===== src/rtl/fetch_pc_unit.sv =====
// Instruction-fetch stage: owns the PC, keeps at most one imem request in flight,
// and hands {instr, pc} to decode over valid/ready. Redirects override everything.
module fetch_pc_unit #(
  parameter logic [31:0] RESET_PC = 32'h0000_0000,
  parameter int unsigned PC_STEP  = 4
) (
  input  logic        clk,
  input  logic        rst,
  input  logic        redirect_valid,
  input  logic [31:0] redirect_pc,
  output logic        imem_req_valid,
  input  logic        imem_req_ready,
  output logic [31:0] imem_addr,
  input  logic        imem_rsp_valid,
  input  logic [31:0] imem_rsp_data,
  output logic        if_valid,
  input  logic        if_ready,
  output logic [31:0] if_instr,
  output logic [31:0] if_pc
);

  typedef enum logic [1:0] {S_REQ, S_WAIT, S_HOLD} state_t;

  state_t      state_q, state_d;
  logic [31:0] pc_q, pc_d;
  logic [31:0] if_instr_q, if_instr_d;
  logic [31:0] if_pc_q, if_pc_d;
  logic        if_valid_q, if_valid_d;
  logic        kill_q, kill_d;
  logic        run_q;
  logic        req_fire;
  logic [31:0] redir_pc;

  // run_q keeps the request low for the whole reset window and releases it one
  // edge later, so nothing reaches imem from an asynchronously reset state.
  assign imem_req_valid = run_q && (state_q == S_REQ);
  assign imem_addr      = pc_q;
  assign if_valid       = if_valid_q;
  assign if_instr       = if_instr_q;
  assign if_pc          = if_pc_q;
  assign req_fire       = imem_req_valid && imem_req_ready;
  assign redir_pc       = {redirect_pc[31:1], 1'b0};

  always_comb begin
    state_d    = state_q;
    pc_d       = pc_q;
    kill_d     = kill_q;
    if_valid_d = if_valid_q;
    if_instr_d = if_instr_q;
    if_pc_d    = if_pc_q;

    unique case (state_q)
      S_REQ: if (req_fire) state_d = S_WAIT;
      S_WAIT: begin
        if (imem_rsp_valid) begin
          kill_d  = 1'b0;
          state_d = S_REQ;
          if (!kill_q) begin
            if_instr_d = imem_rsp_data;
            if_pc_d    = pc_q;
            if_valid_d = 1'b1;
            pc_d       = pc_q + 32'(PC_STEP);
            state_d    = S_HOLD;
          end
        end
      end
      S_HOLD: begin
        if (if_ready) begin
          if_valid_d = 1'b0;
          state_d    = S_REQ;
        end
      end
      default: state_d = S_REQ;
    endcase

    // Redirect wins over the normal flow; an in-flight request becomes a kill.
    if (redirect_valid) begin
      pc_d = redir_pc;
      unique case (state_q)
        S_REQ:  kill_d = req_fire;
        S_WAIT: begin
          if (imem_rsp_valid) begin
            state_d    = S_REQ;
            kill_d     = 1'b0;
            if_valid_d = 1'b0;
            if_instr_d = if_instr_q;
            if_pc_d    = if_pc_q;
          end else begin
            kill_d = 1'b1;
          end
        end
        S_HOLD: begin
          if_valid_d = 1'b0;
          state_d    = S_REQ;
        end
        default: state_d = S_REQ;
      endcase
    end
  end

  always_ff @(posedge clk or posedge rst) begin
    if (rst) begin
      state_q    <= S_REQ;
      pc_q       <= RESET_PC;
      kill_q     <= 1'b0;
      if_valid_q <= 1'b0;
      if_instr_q <= 32'h0;
      if_pc_q    <= 32'h0;
      run_q      <= 1'b0;
    end else begin
      state_q    <= state_d;
      pc_q       <= pc_d;
      kill_q     <= kill_d;
      if_valid_q <= if_valid_d;
      if_instr_q <= if_instr_d;
      if_pc_q    <= if_pc_d;
      run_q      <= 1'b1;
    end
  end

endmodule


===== config.mk =====
export PLATFORM = sky130hd
export DESIGN_NAME = fetch_pc_unit
export DESIGN_NICKNAME = d
export VERILOG_FILES = /design/src/rtl/fetch_pc_unit.sv
export SDC_FILE = /design/constraint.sdc
export NUM_CORES = 1
export LEC_CHECK = 0
export ABC_CLOCK_PERIOD_IN_PS = 3100
export CAP_MARGIN = 0
export CORE_MARGIN = 2
export CORE_UTILIZATION = 40
export DETAILED_ROUTE_END_ITERATION = 16
export HOLD_SLACK_MARGIN = 0.06
export PLACE_DENSITY_LB_ADDON = 0.25
export SYNTH_ARGS = -nofsm -noshare
export SYNTH_HDL_FRONTEND = slang
export SYNTH_SLANG_ARGS = --single-unit

===== constraint.sdc =====
create_clock -name clk -period 3.1 [get_ports clk]
set_clock_uncertainty 0.15 [all_clocks]
set_input_delay 0.62 -clock clk [delete_from_list [all_inputs] [get_ports clk]]
set_output_delay 0.62 -clock clk [all_outputs]
set_load 0.02 [all_outputs]

### After elaboration in Yosys (flattened, before gate mapping)

Index checks and enable logic that the tools add are counted.

* flip-flop bits (word level): 101
* word-level logic and storage cells: 54
* input bits: 70
* output and inout bits: 98

* equal/unequal tests: 4
* reduce and logical (&&, ||, !) cells: 6
* mux-type cells: 36
* $add $sub $neg: 1

Operators by type and width (count)
* 2-to-1 mux 32 bit: 16
* adder 32 x 3 -> 32 bit (second input constant): 1
* 2-to-1 mux 2 bit: 6
* 2-to-1 mux 1 bit: 9
* one-hot mux 1 bit (2 select lines): 3
* one-hot mux 2 bit (3 select lines): 1
* one-hot mux 2 bit (2 select lines): 1
* nonzero test 2 bit: 2
* inequality test 3 bit (second input constant): 1
* AND reduction 3 bit: 1
* == test 2 x 1 -> 1 bit (second input constant): 1
* == test 2 bit (second input constant): 1
* logical AND 1 bit: 2
* logical NOT 2 bit: 1
* inequality test 2 bit (second input constant): 1

### Logic depth before layout (Yosys ltp)

Gate-level depths: netlist (run 1).

* depth in word-level cells: 8
* mapped depth: 7
* depth with buffers taken out: 6

### Worst setup path before layout (run 1)

Ideal clock, no wire load.

* path type: reg-to-reg
* start point: register state_q[1]
* end point: register pc_q[24] (netlist: imem_addr[24])
* data required time: 2.881 ns
* clock period less this slack: 2.205 ns
* library setup time: 0.069 ns
* path buffers: 0
* arrival: 1.987 ns
* cell stages (with the launch flop): 7
* setup slack: 0.895 ns
* cell sequence: dfrtp_1 inv_1 ha_1 nand4b_2 or4_4 or4_1 nand3_1

* cells in the longest elaborated chain, start to end: 3

Ends and longest elaborated chain
* start, declared: RTL line 24 `state_t state_q, state_d;`
* start signal, assigned: RTL line 111 `state_q <= state_d;`
* == test 2 x 1 -> 1 bit: RTL line 52 `unique case (state_q)`
* nonzero test 2 bit (no line)
* AND reduction 3 bit (no line)
* end signal, assigned: RTL line 112 `pc_q <= pc_d;`
* end, declared: RTL line 25 `logic [31:0] pc_q, pc_d;`

No other way between the ends.
A chain may end at the register's enable or synchronous reset.

### Worst setup path after layout (run 1)

* start point: register state_q[0]
* end point: output imem_req_valid

* cells in the longest elaborated chain, start to end: 2

Ends and longest elaborated chain
* logical NOT 2 bit: RTL line 36 `assign imem_req_valid = run_q && (state_q == S_REQ);`
* logical AND 1 bit: RTL line 36
* end, declared: RTL line 11 `output logic imem_req_valid,`

No other way between the ends.

==> reports/summary.json, run 1 <==
{
  "synth_top_area_share": {"value": 54.0, "unit": "%"},
  "crit_fanout": {"value": 8},
  "register_area_share_after_synthesis": {"value": 54.0, "unit": "%"},
  "min-delay-path-class": {"value": "flop to flop"},
  "cp.arrival": {"value": 1920, "unit": "ps"},
  "num_antenna_cells": {"value": 0},
  "setup_slack_of_the_most_critical_reg_to_reg_path": {"value": 600, "unit": "ps"},
  "grt_antenna_before_repair": {"value": 0},
  "clkLatencyLatePin": {"value": 340, "unit": "ps"},
  "dr_total_vias": {"value": 3672},
  "crit_required": {"value": 2330, "unit": "ps"},
  "synth.top_cells.by_area": {"value": "dfrtp_1, mux2_2, nand2_1, nand3_1, or4_1"},
  "grt-ovfl-total": {"value": 0},
  "cts_hold_repair.buffers": {"value": 0},
  "placement.setup.worst_slack": {"value": 294, "unit": "ps"},
  "highest_ir_drop_seen_on_vdd": {"value": 0.000448, "unit": "V"},
  "drt-initial-drc-count": {"value": 131},
  "power.density_cell_area": {"value": 821, "unit": "nW/um2"},
  "detailedRoute.firstPassIterationCount": {"value": 4},
  "fraction_of_final_layout_cells_sized_beyond_drive_strength_1": {"value": 18.1, "unit": "%"},
  "worst_r2r_path_depth": {"value": 6},
  "grt_first_pass_wirelength": {"value": 18.7, "unit": "mm"},
  "cts-htree-levels": {"value": 3},
  "gp_congestion": {"value": 0.801},
  "number_of_global_route_vias_before_repair": {"value": 3744},
  "met3_wirelength": {"value": 736, "unit": "um"},
  "cp-end-kind": {"value": "output port"},
  "cts.sinks": {"value": 99},
  "period_needed": {"value": 2690, "unit": "ps"},
  "ys_async_sr_fraction": {"value": 100, "unit": "%"},
  "routed_wl": {"value": 11.6, "unit": "mm"},
  "synth_edf_count": {"value": 0},
  "final-max-slew-violation-count": {"value": 0},
  "slowest_delay": {"value": 600, "unit": "ps"},
  "post_cts.resized_instances": {"value": 0},
  "maxClockFrequency": {"value": 372, "unit": "MHz"},
  "final_cell_mix": {"value": "clkdlybuf4s50_1, dfrtp_1, mux2_2, nand2_1, nand3_1"},
  "post_synthesis_sequential_element_count": {"value": 99},
  "detailroute.wirelength.met2": {"value": 5.69, "unit": "mm"},
  "port_buffers": {"value": 164},
  "floorplan.initialDensity": {"value": 40.5, "unit": "%"},
  "post-route-drc-count": {"value": 0},
  "wire_per_inst": {"value": 16.7, "unit": "um"},
  "core": {"value": 11300, "unit": "um2"},
  "area_used_by_multi_input_combinational_logic": {"value": 1980, "unit": "um2"},
  "pin_count_of_the_biggest_net_entering_global_routing": {"value": 41},
  "fp-row-count": {"value": 39},
  "finalHoldViolations": {"value": 0},
  "die-height": {"value": 111, "unit": "um"},
  "synth_cell_type_count": {"value": 49},
  "setup_viol": {"value": 0},
  "seqCellArea": {"value": 2480, "unit": "um2"},
  "cts-buffers-inserted": {"value": 9},
  "startpoint_of_the_most_critical_register_to_register_path": {"value": "state_q[1]"},
  "die_width": {"value": 111, "unit": "um"},
  "max-clock-path-buffers": {"value": 2},
  "synth_warnings": {"value": 0},
  "wirelength_met1": {"value": 4.94, "unit": "mm"},
  "synth_area_leader_cell": {"value": "dfrtp_1"},
  "post-cts-setup-buffers": {"value": 0},
  "timing.critical_path.slowest_stage_cell": {"value": "clkdlybuf4s50_1"},
  "place_hpwl": {"value": 8.42, "unit": "mm"},
  "area_growth": {"value": 44.5, "unit": "%"},
  "die-area": {"value": 12300, "unit": "um2"},
  "outcome": {"value": "complete, no violations"},
  "p_leak": {"value": 2.64, "unit": "nW"},
  "grt_setup_unrepaired": {"value": "no"},
  "clock_tree_root": {"value": "clkbuf_16"},
  "path_buf_inv": {"value": 2},
  "hold-path-endpoint": {"value": "if_instr[23]"},
  "synth-main-ff-cell": {"value": "dfrtp_1"},
  "share_of_the_clock_period_used_by_the_worst_path": {"value": 86.7, "unit": "%"},
  "path_class": {"value": "flop to output port"},
  "fin_ws": {"value": 412, "unit": "ps"},
  "worstHoldStart": {"value": "if_instr[23]"},
  "most_common_cell_after_layout_fill_and_taps_aside": {"value": "clkdlybuf4s50_1"},
  "max-cap-violations": {"value": 0},
  "path_delay_family": {"value": "buffers and inverters"},
  "grt_util_all_layers": {"value": 18.9, "unit": "%"},
  "top_signal_layer_used": {"value": "met4"},
  "synthesis.instances": {"value": 389},
  "post_synth.cell_area_avg": {"value": 11.8, "unit": "um2"},
  "io_pins": {"value": 168},
  "detail_route.vias_per_cell": {"value": 5.27},
  "startpoint_type": {"value": "flop"},
  "layout_fillers": {"value": 936},
  "layout.nets": {"value": 626},
  "timing.hold.worst_path_depth": {"value": 1},
  "postRouteAntennaNets": {"value": 0},
  "tritoncts": {"value": "yes"},
  "regToRegEndpoint": {"value": "imem_addr[26]"},
  "post_synth_design_cell_area": {"value": 4590, "unit": "um2"},
  "crit_path_cell_trace": {"value": "inv_1 -> ha_1 -> and2_1 -> clkdlybuf4s50_1"},
  "cts.clk_slew.worst_paths": {"value": 60, "unit": "ps"},
  "fin_setup_tns": {"value": 0, "unit": "ps"}
}
-- where the power goes --
group          switching, W  internal [W]
sequential         0.000295       0.00176
combinational       0.00111       0.00128
clock              0.000456      0.000533
total               0.00186       0.00358
-- metal layers --
metal,vias up,track usage (%)
li1,1749,-
met1,1795,23.8
met2,113,31.8
met3,15,4.54
met4,0,7.41
met5,-,0
-- Yosys cell counts, types with 2 or more instances --
master and instances:
a21oi_1 4, a31oi_1 12, and2_1 3, and3_1 4
and4_1 2, and4_2 2, buf_2 10, buf_4 2
clkbuf_1 9, clkbuf_8 2, conb_1 2, dfrtp_1 99
ha_1 5, inv_1 4, mux2_2 64, nand2_1 34
nand2b_1 2, nand3_1 18, nand4_1 7, nand4_2 3
nor2_1 16, nor3_1 2, nor4_1 3, o211ai_1 5
o21ai_0 15, o311ai_0 5, o31ai_1 9, or2_2 2
or3_1 4, or4_1 12, xnor2_1 5, xor2_1 6
-- layout make-up --
type,instances,area share [%]
flip-flops and latches,99,37.4
multi-input cells,264,29.9
repair buffers,173,26.0
clock buffers,11,3.51
well taps,143,2.70
inverters,4,0.283
clock inverters,3,0.264
-- worst register-to-register path: cells and delay by family, from the launching register on --
family | cells | cell delay (ps)
compound gates | 1 | 170
buf+inv | 1 | 100
simple gates | 3 | 1280
flops | 1 | 420
fa+ha+maj | 1 | 300
-- how the worst max path moves through the flow --
stage                        start              to  slack, ps  cells past startpoint
finish                  state_q[0]  imem_req_valid        410                      4
detailed placement  imem_rsp_valid   imem_addr[26]        290                      5
global placement    imem_rsp_valid   imem_addr[26]        320                      5
CTS                     state_q[0]  imem_req_valid        400                      4
global route            state_q[1]  imem_req_valid        310                      4
floorplan               state_q[1]   imem_addr[24]        890                      6
-- cell families after synthesis --
kind of cell             after synthesis  share of synthesized area [%]
other                                  2                          0.164
XOR/XNOR                              11                           2.10
adder cells (fa/ha/maj)                5                           1.36
multiplexers                          65                           15.9
AO/OA/AOI/OAI                         55                           7.91
AND/OR/NAND/NOR                      125                           15.4
buffers and inverters                 27                           3.08
flip-flops                            99                           54.0
-- through the flow --
| stage | instances | hold WS [ps] | cell area, um2 | utilization (%) | power [W] |
|---|---|---|---|---|---|
| finish | 697 | 354 | 6630 | 58.5 | 0.00544 |
| global route | 697 | 370 | 6630 | 58.5 | 0.00571 |
| detailed placement | 683 | 344 | 6370 | 56.3 | 0.00449 |
| global placement | 683 | 339 | 6370 | 56.3 | 0.00443 |
| floorplan | 390 | 414 | 4590 | - | 0.00329 |
| CTS | 697 | 358 | 6630 | 58.5 | 0.00551 |
-- registers in the layout, summed over array words and instances (netlist names) --
register and flops:
if_instr 32, if_pc 31, imem_addr 31, state_q 2, if_valid 1, kill_q 1, run_q 1
No activity file was read; power rests on OpenSTA's default activity.
==> run 2, diff against run 1 <==
--- a/config.mk
+++ b/config.mk
@@ -11,7 +11,7 @@
 export CORE_UTILIZATION = 40
 export DETAILED_ROUTE_END_ITERATION = 16
 export HOLD_SLACK_MARGIN = 0.06
-export PLACE_DENSITY_LB_ADDON = 0.25
+export PLACE_DENSITY = 0.73
 export SYNTH_ARGS = -nofsm -noshare
 export SYNTH_HDL_FRONTEND = slang
 export SYNTH_SLANG_ARGS = --single-unit
==> run 2 against run 1 <==
  * Fmax fell by 1.0%
  * Largest cell class unchanged
  * Highest routed layer unchanged
  * Critical path type unchanged
  * Final cell count fell by 0.43%
  * Clock-buffer cell count shrank 1
==> reports/summary.json, run 2 (synthesized netlist as in run 1, its figures left out) <==
{
  "outcome": {"value": "complete, no violations"},
  "drt-initial-drc-count": {"value": 196},
  "worst_r2r_path_depth": {"value": 6},
  "p_leak": {"value": 2.65, "unit": "nW"},
  "grt_setup_unrepaired": {"value": "no"},
  "path_class": {"value": "flop to output port"},
  "area_growth": {"value": 44.9, "unit": "%"},
  "floorplan.initialDensity": {"value": 40.5, "unit": "%"},
  "max-cap-violations": {"value": 0},
  "worst_slew_margin_rel": {"value": 45.6, "unit": "%"},
  "place_hpwl": {"value": 8.26, "unit": "mm"},
  "dp.cells": {"value": 681},
  "maxClockFrequency": {"value": 368, "unit": "MHz"},
  "cts-buffers-inserted": {"value": 9},
  "hold-path-endpoint": {"value": "if_instr[17]"},
  "grt_first_pass_wirelength": {"value": 18.5, "unit": "mm"},
  "timing.critical_path.slowest_stage_cell": {"value": "clkdlybuf4s50_1"},
  "slew_at_the_pin_closest_to_its_max_slew_limit": {"value": 816, "unit": "ps"},
  "period_needed": {"value": 2720, "unit": "ps"},
  "seqCellArea": {"value": 2480, "unit": "um2"},
  "cts-htree-levels": {"value": 3},
  "highest_ir_drop_seen_on_vdd": {"value": 0.000473, "unit": "V"},
  "post_cts.resized_instances": {"value": 0},
  "slowest_delay": {"value": 600, "unit": "ps"},
  "grt-busiest-layer": {"value": "met2"},
  "min-delay-path-class": {"value": "flop to flop"},
  "io_pins": {"value": 168},
  "grt-ovfl-total": {"value": 0},
  "area_used_by_multi_input_combinational_logic": {"value": 1980, "unit": "um2"},
  "layout.nets": {"value": 624},
  "fin_setup_tns": {"value": 0, "unit": "ps"},
  "regToRegEndpoint": {"value": "imem_addr[26]"},
  "path_buf_inv": {"value": 2},
  "worstHoldStart": {"value": "if_instr[17]"},
  "num_antenna_cells": {"value": 0},
  "power.density_cell_area": {"value": 830, "unit": "nW/um2"},
  "fraction_of_final_layout_cells_sized_beyond_drive_strength_1": {"value": 17.8, "unit": "%"},
  "core": {"value": 11300, "unit": "um2"},
  "finalHoldViolations": {"value": 0},
  "final_cell_area_excluding_filler_cells": {"value": 6640, "unit": "um2"},
  "crit_fanout": {"value": 8},
  "cts.clk_slew.worst_paths": {"value": 70, "unit": "ps"},
  "crit_required": {"value": 2330, "unit": "ps"},
  "number_of_global_route_vias_before_repair": {"value": 3637},
  "post-cts-setup-buffers": {"value": 0},
  "post-route-drc-count": {"value": 0},
  "detail_route.vias_per_cell": {"value": 5.36},
  "most_common_cell_after_layout_fill_and_taps_aside": {"value": "clkdlybuf4s50_1"},
  "pin_count_of_the_biggest_net_entering_global_routing": {"value": 100},
  "share_of_the_clock_period_used_by_the_worst_path": {"value": 87.6, "unit": "%"},
  "crit_path_cell_trace": {"value": "inv_1 -> ha_1 -> and2_1 -> clkdlybuf4s50_1"},
  "die-height": {"value": 111, "unit": "um"},
  "setup_slack_of_the_most_critical_reg_to_reg_path": {"value": 550, "unit": "ps"},
  "gp_congestion": {"value": 0.790},
  "startpoint_type": {"value": "flop"},
  "final-max-slew-violation-count": {"value": 0},
  "setup_viol": {"value": 0},
  "groute.layer.met1.usage": {"value": 24.5, "unit": "%"},
  "port_buffers": {"value": 164},
  "die-area": {"value": 12300, "unit": "um2"},
  "final_cell_mix": {"value": "clkdlybuf4s50_1, dfrtp_1, mux2_2, nand2_1, nand3_1"},
  "clkLatencyLatePin": {"value": 340, "unit": "ps"},
  "placed_area": {"value": 6370, "unit": "um2"},
  "cts_hold_repair.buffers": {"value": 0},
  "met3_usage": {"value": 5.52, "unit": "%"},
  "detailedRoute.firstPassIterationCount": {"value": 4},
  "timing.hold.worst_path_depth": {"value": 1},
  "grt_util_all_layers": {"value": 18.5, "unit": "%"},
  "tritoncts": {"value": "yes"},
  "startpoint_of_the_most_critical_register_to_register_path": {"value": "state_q[1]"},
  "clock_tree_root": {"value": "clkbuf_16"},
  "largest_register_ffs": {"value": 32},
  "stdcell_count": {"value": 694},
  "die_width": {"value": 111, "unit": "um"},
  "cp.arrival": {"value": 1950, "unit": "ps"},
  "postRouteAntennaNets": {"value": 0},
  "cp-end-kind": {"value": "output port"},
  "grt_antenna_before_repair": {"value": 0},
  "max-clock-path-buffers": {"value": 2},
  "layout_fillers": {"value": 981},
  "path_delay_family": {"value": "buffers and inverters"},
  "fp-row-count": {"value": 39},
  "routed_wl": {"value": 11.5, "unit": "mm"},
  "worst_hold_slack": {"value": 354, "unit": "ps"},
  "wire_per_inst": {"value": 16.6, "unit": "um"},
  "cts.sinks": {"value": 99},
  "dr_total_vias": {"value": 3723},
  "gr-usage-met2": {"value": 30.1, "unit": "%"}
}
run 2: layout make-up:
cell class | count | area share (%)
Clock inverter | 3 | 0.640
Tap cell | 143 | 2.69
Inverter | 4 | 0.282
Clock buffer | 10 | 3.45
Multi-Input combinational cell | 264 | 29.8
Timing Repair Buffer | 171 | 25.9
Sequential cell | 99 | 37.3
run 2: how the worst max path moves through the flow:
stage	startpoint	to	slack, ps	depth (start not counted)
3_5_place_dp	imem_rsp_valid	imem_addr[26]	170	5
4_1_cts	state_q[0]	imem_req_valid	380	4
3_3_place_gp	imem_rsp_valid	imem_addr[26]	250	5
6_report	state_q[0]	imem_req_valid	380	4
5_1_grt	state_q[0]	imem_req_valid	290	4
2_1_floorplan	state_q[1]	imem_addr[24]	890	6
run 2: power breakdown:
| group | leakage (nW) | internal [W] | switching [W] |
|---|---|---|---|
| combinational | 1.31 | 0.00129 | 0.00111 |
| clock | 0.130 | 0.000611 | 0.000454 |
| sequential | 1.20 | 0.00176 | 0.000292 |
run 2: through the flow:
step	utilization [%]	total power (W)	setup slack, ps
2_1_floorplan	-	0.00329	895
3_3_place_gp	56.3	0.00443	250
3_5_place_dp	56.3	0.00449	172
4_1_cts	58.7	0.00558	384
5_1_grt	58.7	0.00579	292
6_report	58.7	0.00552	385
run 2: routing by layer:
metal,wire length (um),part of all wire [%],up-vias
met5,0,0,-
met4,107,0.93,0
met3,911,7.9,10
met2,5510,48,128
met1,5000,43,1838
li1,-,-,1747
